## config.mk

```make
export PLATFORM = sky130hd
export DESIGN_NAME = pseudo_entropy_gen
export DESIGN_NICKNAME = d
export VERILOG_FILES = /design/src/rtl/pseudo_entropy_gen.sv
export SDC_FILE = /design/constraint.sdc
export NUM_CORES = 1
export LEC_CHECK = 0
export ABC_AREA = 1
export CAP_MARGIN = 20
export CORE_UTILIZATION = 48
export CTS_CLUSTER_SIZE = 8
export DETAILED_ROUTE_END_ITERATION = 8
export HOLD_SLACK_MARGIN = 0.02
export PLACE_DENSITY = 0.81
export SLEW_MARGIN = 0
export SYNTH_ARGS = -nofsm -noshare
export SYNTH_HDL_FRONTEND = slang
export SYNTH_SLANG_ARGS = --single-unit
```

## constraint.sdc

```tcl
create_clock -name clk -period 2.05 [get_ports clk]
set_input_delay 0.205 -clock clk [delete_from_list [all_inputs] [get_ports clk]]
set_output_delay 0.205 -clock clk [all_outputs]
set_load 0.03 [all_outputs]
```

## src/rtl/pseudo_entropy_gen.sv

```systemverilog
// Simulation-only fake entropy source: deterministic constant/counter/LFSR words
// offered on a syn/ack handshake with a programmable idle gap and an accept counter.
module pseudo_entropy_gen #(
  parameter int          DATA_WIDTH = 32,
  parameter int          MODE       = 2,
  parameter logic [31:0] SEED       = 32'h00000001,
  parameter int          GAP_CYCLES = 0
) (
  input  logic                  clk,
  input  logic                  reset_n,
  input  logic                  enable,
  output logic [DATA_WIDTH-1:0] raw_entropy,
  output logic [31:0]           stats,
  output logic                  enabled,
  output logic                  entropy_syn,
  output logic [DATA_WIDTH-1:0] entropy_data,
  input  logic                  entropy_ack
);

  // An all-zero LFSR would never leave zero, so the LFSR mode starts from 1 instead.
  localparam logic [31:0] SEED_EFF = (MODE == 2 && SEED == 32'd0) ? 32'd1 : SEED;
  localparam bit          NO_GAP   = (GAP_CYCLES == 0);
  localparam logic [7:0]  GAP_LOAD = NO_GAP ? 8'd0 : 8'(GAP_CYCLES - 1);

  typedef enum logic [1:0] {IDLE, GAP, VALID} state_t;

  state_t      r_state;
  logic [7:0]  r_gap;
  logic [31:0] r_gen;
  logic [31:0] r_stats;
  logic        r_enabled;
  logic        r_syn;
  logic        w_accept;

  function automatic logic [31:0] advance(input logic [31:0] g);
    if (MODE == 1)      return g + 32'd1;
    else if (MODE == 2) return {g[30:0], g[31] ^ g[21] ^ g[1] ^ g[0]};
    else                return g;
  endfunction

  assign w_accept = (r_state == VALID) && entropy_ack;

  always_ff @(posedge clk) begin
    if (!reset_n) begin
      r_state   <= IDLE;
      r_gap     <= 8'd0;
      r_gen     <= SEED_EFF;
      r_stats   <= 32'd0;
      r_enabled <= 1'b0;
      r_syn     <= 1'b0;
    end else begin
      // Acceptance is honoured even when enable drops in the same cycle.
      if (w_accept) begin
        r_gen   <= advance(r_gen);
        r_stats <= (r_stats == 32'hFFFF_FFFF) ? r_stats : r_stats + 32'd1;
      end
      if (!enable) begin
        r_state   <= IDLE;
        r_enabled <= 1'b0;
        r_syn     <= 1'b0;
      end else begin
        r_enabled <= 1'b1;
        case (r_state)
          IDLE: begin
            if (NO_GAP) begin
              r_state <= VALID;
              r_syn   <= 1'b1;
            end else begin
              r_state <= GAP;
              r_gap   <= GAP_LOAD;
              r_syn   <= 1'b0;
            end
          end
          GAP: begin
            if (r_gap == 8'd0) begin
              r_state <= VALID;
              r_syn   <= 1'b1;
            end else begin
              r_gap <= r_gap - 8'd1;
            end
          end
          VALID: begin
            if (entropy_ack && !NO_GAP) begin
              r_state <= GAP;
              r_gap   <= GAP_LOAD;
              r_syn   <= 1'b0;
            end
          end
          default: begin
            r_state <= IDLE;
            r_syn   <= 1'b0;
          end
        endcase
      end
    end
  end

  assign enabled      = r_enabled;
  assign entropy_syn  = r_syn;
  assign stats        = r_stats;
  assign raw_entropy  = r_enabled ? r_gen[DATA_WIDTH-1:0] : '0;
  assign entropy_data = r_syn ? r_gen[DATA_WIDTH-1:0] : '0;

endmodule

```

==> results.json, run 1 <==
{
  "avgViaCountPerCell": 4.90,
  "endpoint": "entropy_data[16]",
  "required_ns": 1.85,
  "fin_ws_ns": 0.0815,
  "final_nets": 708,
  "finalWirelength_um": 10000,
  "rows": 31,
  "worstSetupPathType": "flop to output port",
  "clk_pin_slew_ns": 0.07,
  "grt_pass1_wl_um": 15700,
  "grt_max_degree": 42,
  "synth.yosys.seq_area_share": 0.366,
  "place.gp.congestion": 0.876,
  "htree_levels": 3,
  "cts_tree": "built",
  "yosys_warnings": 0,
  "crit_path_end_kind": "output port",
  "r2r_slack_ns": 0.17,
  "core_sq_um": 7250,
  "hpwl_um": 7390,
  "fin_crit_sh": 0.960,
  "portBuffers": 101,
  "dpl-instance-area_sq_um": 4750,
  "syn-cell-area_sq_um": 3610,
  "r2r-start": "stats[0]",
  "initial_core_util": 0.498,
  "arrival_ns": 1.76,
  "design_area_sq_um": 4980,
  "cts-root-buf": "clkbuf_8",
  "diodes": 0,
  "skew_ns": 0.00649,
  "synth_area_per_cell_sq_um": 6.02,
  "wl_met3_um": 667,
  "finalCriticalPeriod_ns": 1.97,
  "groute.usage.overall": 0.261,
  "grt_pass1_vias": 3350,
  "relSlewSlack": 0.712,
  "fmax_mhz": 508,
  "crit_start": "entropy_syn",
  "drc_errors": 0,
  "grt_overflow": 0,
  "dieArea_sq_um": 7880,
  "cellPowerDensity_nw_per_um2": 538,
  "fp.dieW_um": 88.8,
  "total_power_mw": 2.68,
  "rr_worst_depth": 9,
  "via_count": 3953,
  "worst_pin_slew_ns": 0.430,
  "postRouteAntennaNets": 0,
  "clk_path_buf_depth": 2,
  "drt_iter0_drc": 134,
  "synth_cells": 600,
  "io_pins": 102,
  "antenna_found_initial": 0,
  "synth.distinct_cells": 25,
  "critPathMaxStageDelay_ns": 0.67,
  "reg2reg_to": "stats[20]",
  "hold_path.class": "primary input to flop",
  "setup-tns-final_ns": 0,
  "cap_violations": 0,
  "cts_made_buffers": 9,
  "drive_above_1_share": 0.0664,
  "cts.sinks": 66,
  "rsz0062_at_grt": "false",
  "pre_cts_slack_ns": 0.199,
  "insertion_delay_ns": 0.35,
  "cp_max_fo": 8,
  "syn2layout_area_growth_pct": 37.8,
  "dr.pass1.iters": 4,
  "p_leak_nw": 2.70,
  "cpMaxStageDelayCell": "clkdlybuf4s50_1",
  "hold_viol": 0,
  "wl_per_cell_um": 12.4,
  "synth.ff_latch_count": 66,
  "ir_drop_v": 0.000306,
  "die_h_um": 88.8,
  "outcome": "finished clean",
  "drv_slew": 0,
  "topRoutingLayerUsed": "met4",
  "cp-start-kind": "flop",
  "setup-violations-final": 0,
  "path_cells": "buf_4 > nand2_1 > inv_1 > clkdlybuf4s50_1",
  "syn_nets": 605,
  "wl_met1_um": 4430,
  "wl_met2_um": 4760
}
layout make-up:
cell class	count	area [sq um]
inverter	93	349
fill	647	2270
clock inverter	5	55.1
multi-input combinational	415	1810
clock buffer	11	131
tap	99	124
timing repair buffer	118	1180
sequential	66	1320
cell families after synthesis:
logic type	after synthesis	synth area share
AO/OA/AOI/OAI	64	0.0966
buffers and inverters	119	0.132
AND/OR/NAND/NOR	346	0.392
flip-flops	66	0.366
adder cells (fa/ha/maj)	1	0.00346
XOR/XNOR	4	0.00970
routing by layer:
layer | up-vias | global-route usage
met5 | - | 0
li1 | 2028 | -
met4 | 0 | 0.0865
met2 | 130 | 0.425
met1 | 1778 | 0.323
met3 | 17 | 0.0877
metrics by stage:
stage          hold WS (ns)  std cells   util
2_1_floorplan         0.317        600      -
3_3_place_gp          0.501        791  0.654
3_5_place_dp          0.507        791  0.654
4_1_cts               0.392        807  0.679
5_1_grt               0.400        807  0.686
6_report              0.408        807  0.686
cells in the final DEF (no fill, tap or decap):
| cell | count |
|---|---|
| a211oi_1 | 1 |
| a21oi_1 | 25 |
| a21oi_2 | 7 |
| and2_1 | 1 |
| buf_4 | 15 |
| buf_6 | 2 |
| bufinv_16 | 1 |
| clkbuf_1 | 2 |
| clkbuf_8 | 9 |
| clkdlybuf4s50_1 | 74 |
| clkinv_2 | 2 |
| clkinvlp_4 | 2 |
| dfxtp_1 | 66 |
| dlygate4sd2_1 | 8 |
| dlymetal6s2s_1 | 19 |
| ha_1 | 1 |
| inv_1 | 93 |
| nand2_1 | 156 |
| nand2_2 | 2 |
| nand3_1 | 35 |
| nand3_2 | 2 |
| nand3b_1 | 1 |
| nand4_1 | 10 |
| nor2_1 | 131 |
| nor2_2 | 2 |
| nor2_4 | 2 |
| nor3_1 | 3 |
| o21ai_0 | 31 |
| or2_2 | 1 |
| xnor2_1 | 1 |
| xor2_1 | 3 |
what timing repair did:
item / CTS / global route
hold buffers: 0 / 0
setup buffers: 0 / 0
endpoints found under the setup margin: 23 / 47
resized for setup: 9 / 20
synth_stat cells, drive strengths merged:
| cell type | n | area share |
|---|---|---|
| ha | 1 | 0.0035 |
| buf | 12 | 0.021 |
| clkbuf | 14 | 0.015 |
| nor2 | 135 | 0.15 |
| a21oi | 32 | 0.052 |
| o21ai | 31 | 0.043 |
| dfxtp | 66 | 0.37 |
| nand3 | 37 | 0.054 |
| nand4 | 10 | 0.017 |
| nand2 | 158 | 0.17 |
| nand3b | 1 | 0.0021 |
| inv | 93 | 0.097 |
| and2 | 1 | 0.0017 |
| xor2 | 3 | 0.0073 |
| nor3 | 3 | 0.0042 |
| xnor2 | 1 | 0.0024 |
| a211oi | 1 | 0.0021 |
| or2 | 1 | 0.0017 |
worst max-delay path, delay by kind of cell (launching register included):
kind,cells,cell delay [ns]
and+or+nand+nor,1,0.06
buffers and inverters,3,0.92
DFF,1,0.43
power by group:
part,internal [mW],total [mW],switching [mW]
combinational,0.0987,0.267,0.169
sequential,1.32,1.35,0.0349
clock,0.558,1.06,0.503
total,1.97,2.68,0.707
flip-flops by register name, summed over array words and instances, names as in the netlist:
name,cells
r_gen,32
stats,32
enabled,1
entropy_syn,1
worst min-delay path by stage:
stage,to,startpoint,slack [ns],cells past startpoint
after floorplan,enabled,enable,0.32,2
after global placement,r_gen[3],r_gen[3],0.50,2
after detailed placement,r_gen[28],r_gen[28],0.51,2
after CTS,enabled,enable,0.39,3
after global routing,enabled,enable,0.40,3
final,enabled,enable,0.41,3
(Power assumes the default switching activity.)
==> run 2: changes to the inputs <==
--- a/config.mk
+++ b/config.mk
@@ -7,11 +7,11 @@
 export LEC_CHECK = 0
 export ABC_AREA = 1
 export CAP_MARGIN = 20
-export CORE_UTILIZATION = 48
+export CORE_UTILIZATION = 52
 export CTS_CLUSTER_SIZE = 8
 export DETAILED_ROUTE_END_ITERATION = 8
 export HOLD_SLACK_MARGIN = 0.02
-export PLACE_DENSITY = 0.81
+export PLACE_DENSITY = 0.94
 export SLEW_MARGIN = 0
 export SYNTH_ARGS = -nofsm -noshare
 export SYNTH_HDL_FRONTEND = slang
==> constraint.sdc (replaced) <==
create_clock -name clk -period 2.5 [get_ports clk]
set_input_delay 0.25 -clock clk [delete_from_list [all_inputs] [get_ports clk]]
set_output_delay 0.25 -clock clk [all_outputs]
set_load 0.03 [all_outputs]
==> run 2 against run 1 <==
The run now ends with DRC left. Via count rose by 2.7%. Sequential power decreased by 18%. Sequential share of layout area rose by 0.57 points. Critical path depth grew 5. Sequential cell count unchanged. Worst setup slack gained 0.19 ns. Clock-buffer cell count rose by 1. Utilization up 3.5 points. Power shrank 16%. Largest power group unchanged.
==> results.json, run 2 (same netlist as run 1, synthesis figures left out) <==
{
  "dpl-instance-area_sq_um": 4670,
  "hold_viol": 0,
  "postRouteAntennaNets": 0,
  "grt_overflow": 0,
  "design_area_sq_um": 4870,
  "cts_hold_buf": 0,
  "hold_start": "enable",
  "core_sq_um": 6760,
  "reg2reg_to": "stats[2]",
  "portBuffers": 101,
  "cts_made_buffers": 9,
  "groute.usage.overall": 0.279,
  "ir_drop_v": 0.000294,
  "wl_per_cell_um": 12.6,
  "cts_resized": 0,
  "cpMaxStageDelayCell": "dfxtp_1",
  "via_count": 4061,
  "cp-start-kind": "flop",
  "violations": "DRC",
  "rr_worst_depth": 9,
  "finalWirelength_um": 9820,
  "io_pins": 102,
  "setup-tns-final_ns": 0,
  "skew_ns": 0.0125,
  "fin_ws_ns": 0.269,
  "cts.sinks": 66,
  "fin_crit_sh": 0.892,
  "place.gp.congestion": 0.936,
  "required_ns": 2.76,
  "grt_pass1_wl_um": 16600,
  "min_to": "entropy_syn",
  "pre_cts_slack_ns": 0.373,
  "die_h_um": 85.3,
  "rows": 30,
  "register_area_sq_um": 1320,
  "path_cells": "ha_1 > nand2_2 > nor2_4 > nand2_2 > nor2_4 > nand2_1 > nand2_1 > nand2_1 > a21oi_1",
  "initial_core_util": 0.535,
  "drv_slew": 0,
  "grt_max_degree": 39,
  "holdPathStages": 3,
  "cp_common_cell": "nand2_1",
  "cp_max_fo": 16,
  "cellPowerDensity_nw_per_um2": 463,
  "critPathTopFamily": "simple AND/OR/NAND/NOR gates",
  "worstSetupPathType": "flop to flop",
  "rsz0062_at_grt": "false",
  "drive_above_1_share": 0.0558,
  "antenna_found_initial": 0,
  "dr.pass1.iters": 7,
  "grt_pass1_vias": 3733,
  "finalCriticalPeriod_ns": 2.23,
  "diodes": 0,
  "mostFrequentLayoutCells": "nand2_1 (156), nor2_1 (131), clkdlybuf4s50_1 (101)",
  "p_leak_nw": 2.29,
  "hold_path.class": "primary input to flop",
  "worst_pin_slew_ns": 0.520,
  "fp.dieW_um": 85.3,
  "outcome": "finished with violations",
  "critPathMaxStageDelay_ns": 0.46,
  "final_nets": 699,
  "setup-violations-final": 0,
  "syn2layout_area_growth_pct": 34.9,
  "crit_path_end_kind": "flop",
  "multiInputGateArea_sq_um": 1810,
  "drt_iter0_drc": 303,
  "r2r-start": "stats[0]",
  "r2r_slack_ns": 0.27,
  "post-cts-setup-buffer-count": 0,
  "drc_errors": 3,
  "cts_tree": "built",
  "arrival_ns": 2.49,
  "n_fill_cell": 511,
  "cts-root-buf": "clkbuf_8",
  "avgViaCountPerCell": 5.21,
  "critPathBufInv": 0,
  "clk_path_buf_depth": 2,
  "htree_levels": 3,
  "hpwl_um": 7000,
  "fmax_mhz": 448,
  "final_common_cell": "nand2_1",
  "cap_violations": 0,
  "insertion_delay_ns": 0.33,
  "dieArea_sq_um": 7280,
  "relSlewSlack": 0.652,
  "clk_pin_slew_ns": 0.07
}
==> run 2: worst max-delay path by stage <==
stage / from / end / slack, ns / cells past startpoint
after global placement: stats[0] / stats[2] / 0.49 / 9
after global routing: stats[0] / stats[2] / 0.14 / 9
after floorplan: stats[0] / stats[20] / 0.58 / 10
final: stats[0] / stats[2] / 0.27 / 9
after detailed placement: stats[0] / stats[2] / 0.37 / 9
after CTS: entropy_syn / entropy_data[29] / 0.26 / 4
==> run 2: metrics by stage <==
stage                      util  hold slack [ns]  cells  power [mW]
after floorplan               -            0.362    600        1.27
after global placement    0.691            0.495    763        1.34
final                     0.721            0.478    779        2.26
after global routing      0.721            0.496    779        2.32
after detailed placement  0.691            0.506    763        1.35
after CTS                 0.721            0.476    779        2.25
==> run 2: power breakdown <==
group | internal (mW) | total, mW | switching, mW | leakage (nW)
sequential | 1.08 | 1.11 | 0.0326 | 0.536
combinational | 0.0815 | 0.216 | 0.135 | 1.65
clock | 0.514 | 0.928 | 0.414 | 0.0986
==> run 2: layer usage <==
metal  vias to the layer above  wire length [um]  track usage
li1                       2010                 -            -
met1                      1853              4150        0.357
met2                       184              4820        0.473
met3                        14               735       0.0535
met4                         0               118       0.0939
met5                         -                 0            0
==> run 2: area by class of cell <==
type,instances,area share
Clock buffer,12,0.0318
Inverter,93,0.0716
Multi-Input combinational cell,415,0.372
Clock inverter,4,0.0103
Timing Repair Buffer,109,0.222
Sequential cell,66,0.271
Tap cell,80,0.0205
==> run 2: worst register-to-register path: stages, from the launching register on <==
cell     delay, ns
dfxtp_1       0.46
ha_1          0.25
nand2_2       0.09
nor2_4        0.19
nand2_2       0.11
nor2_4        0.15
nand2_1       0.34
nand2_1       0.33
nand2_1       0.09
a21oi_1       0.15
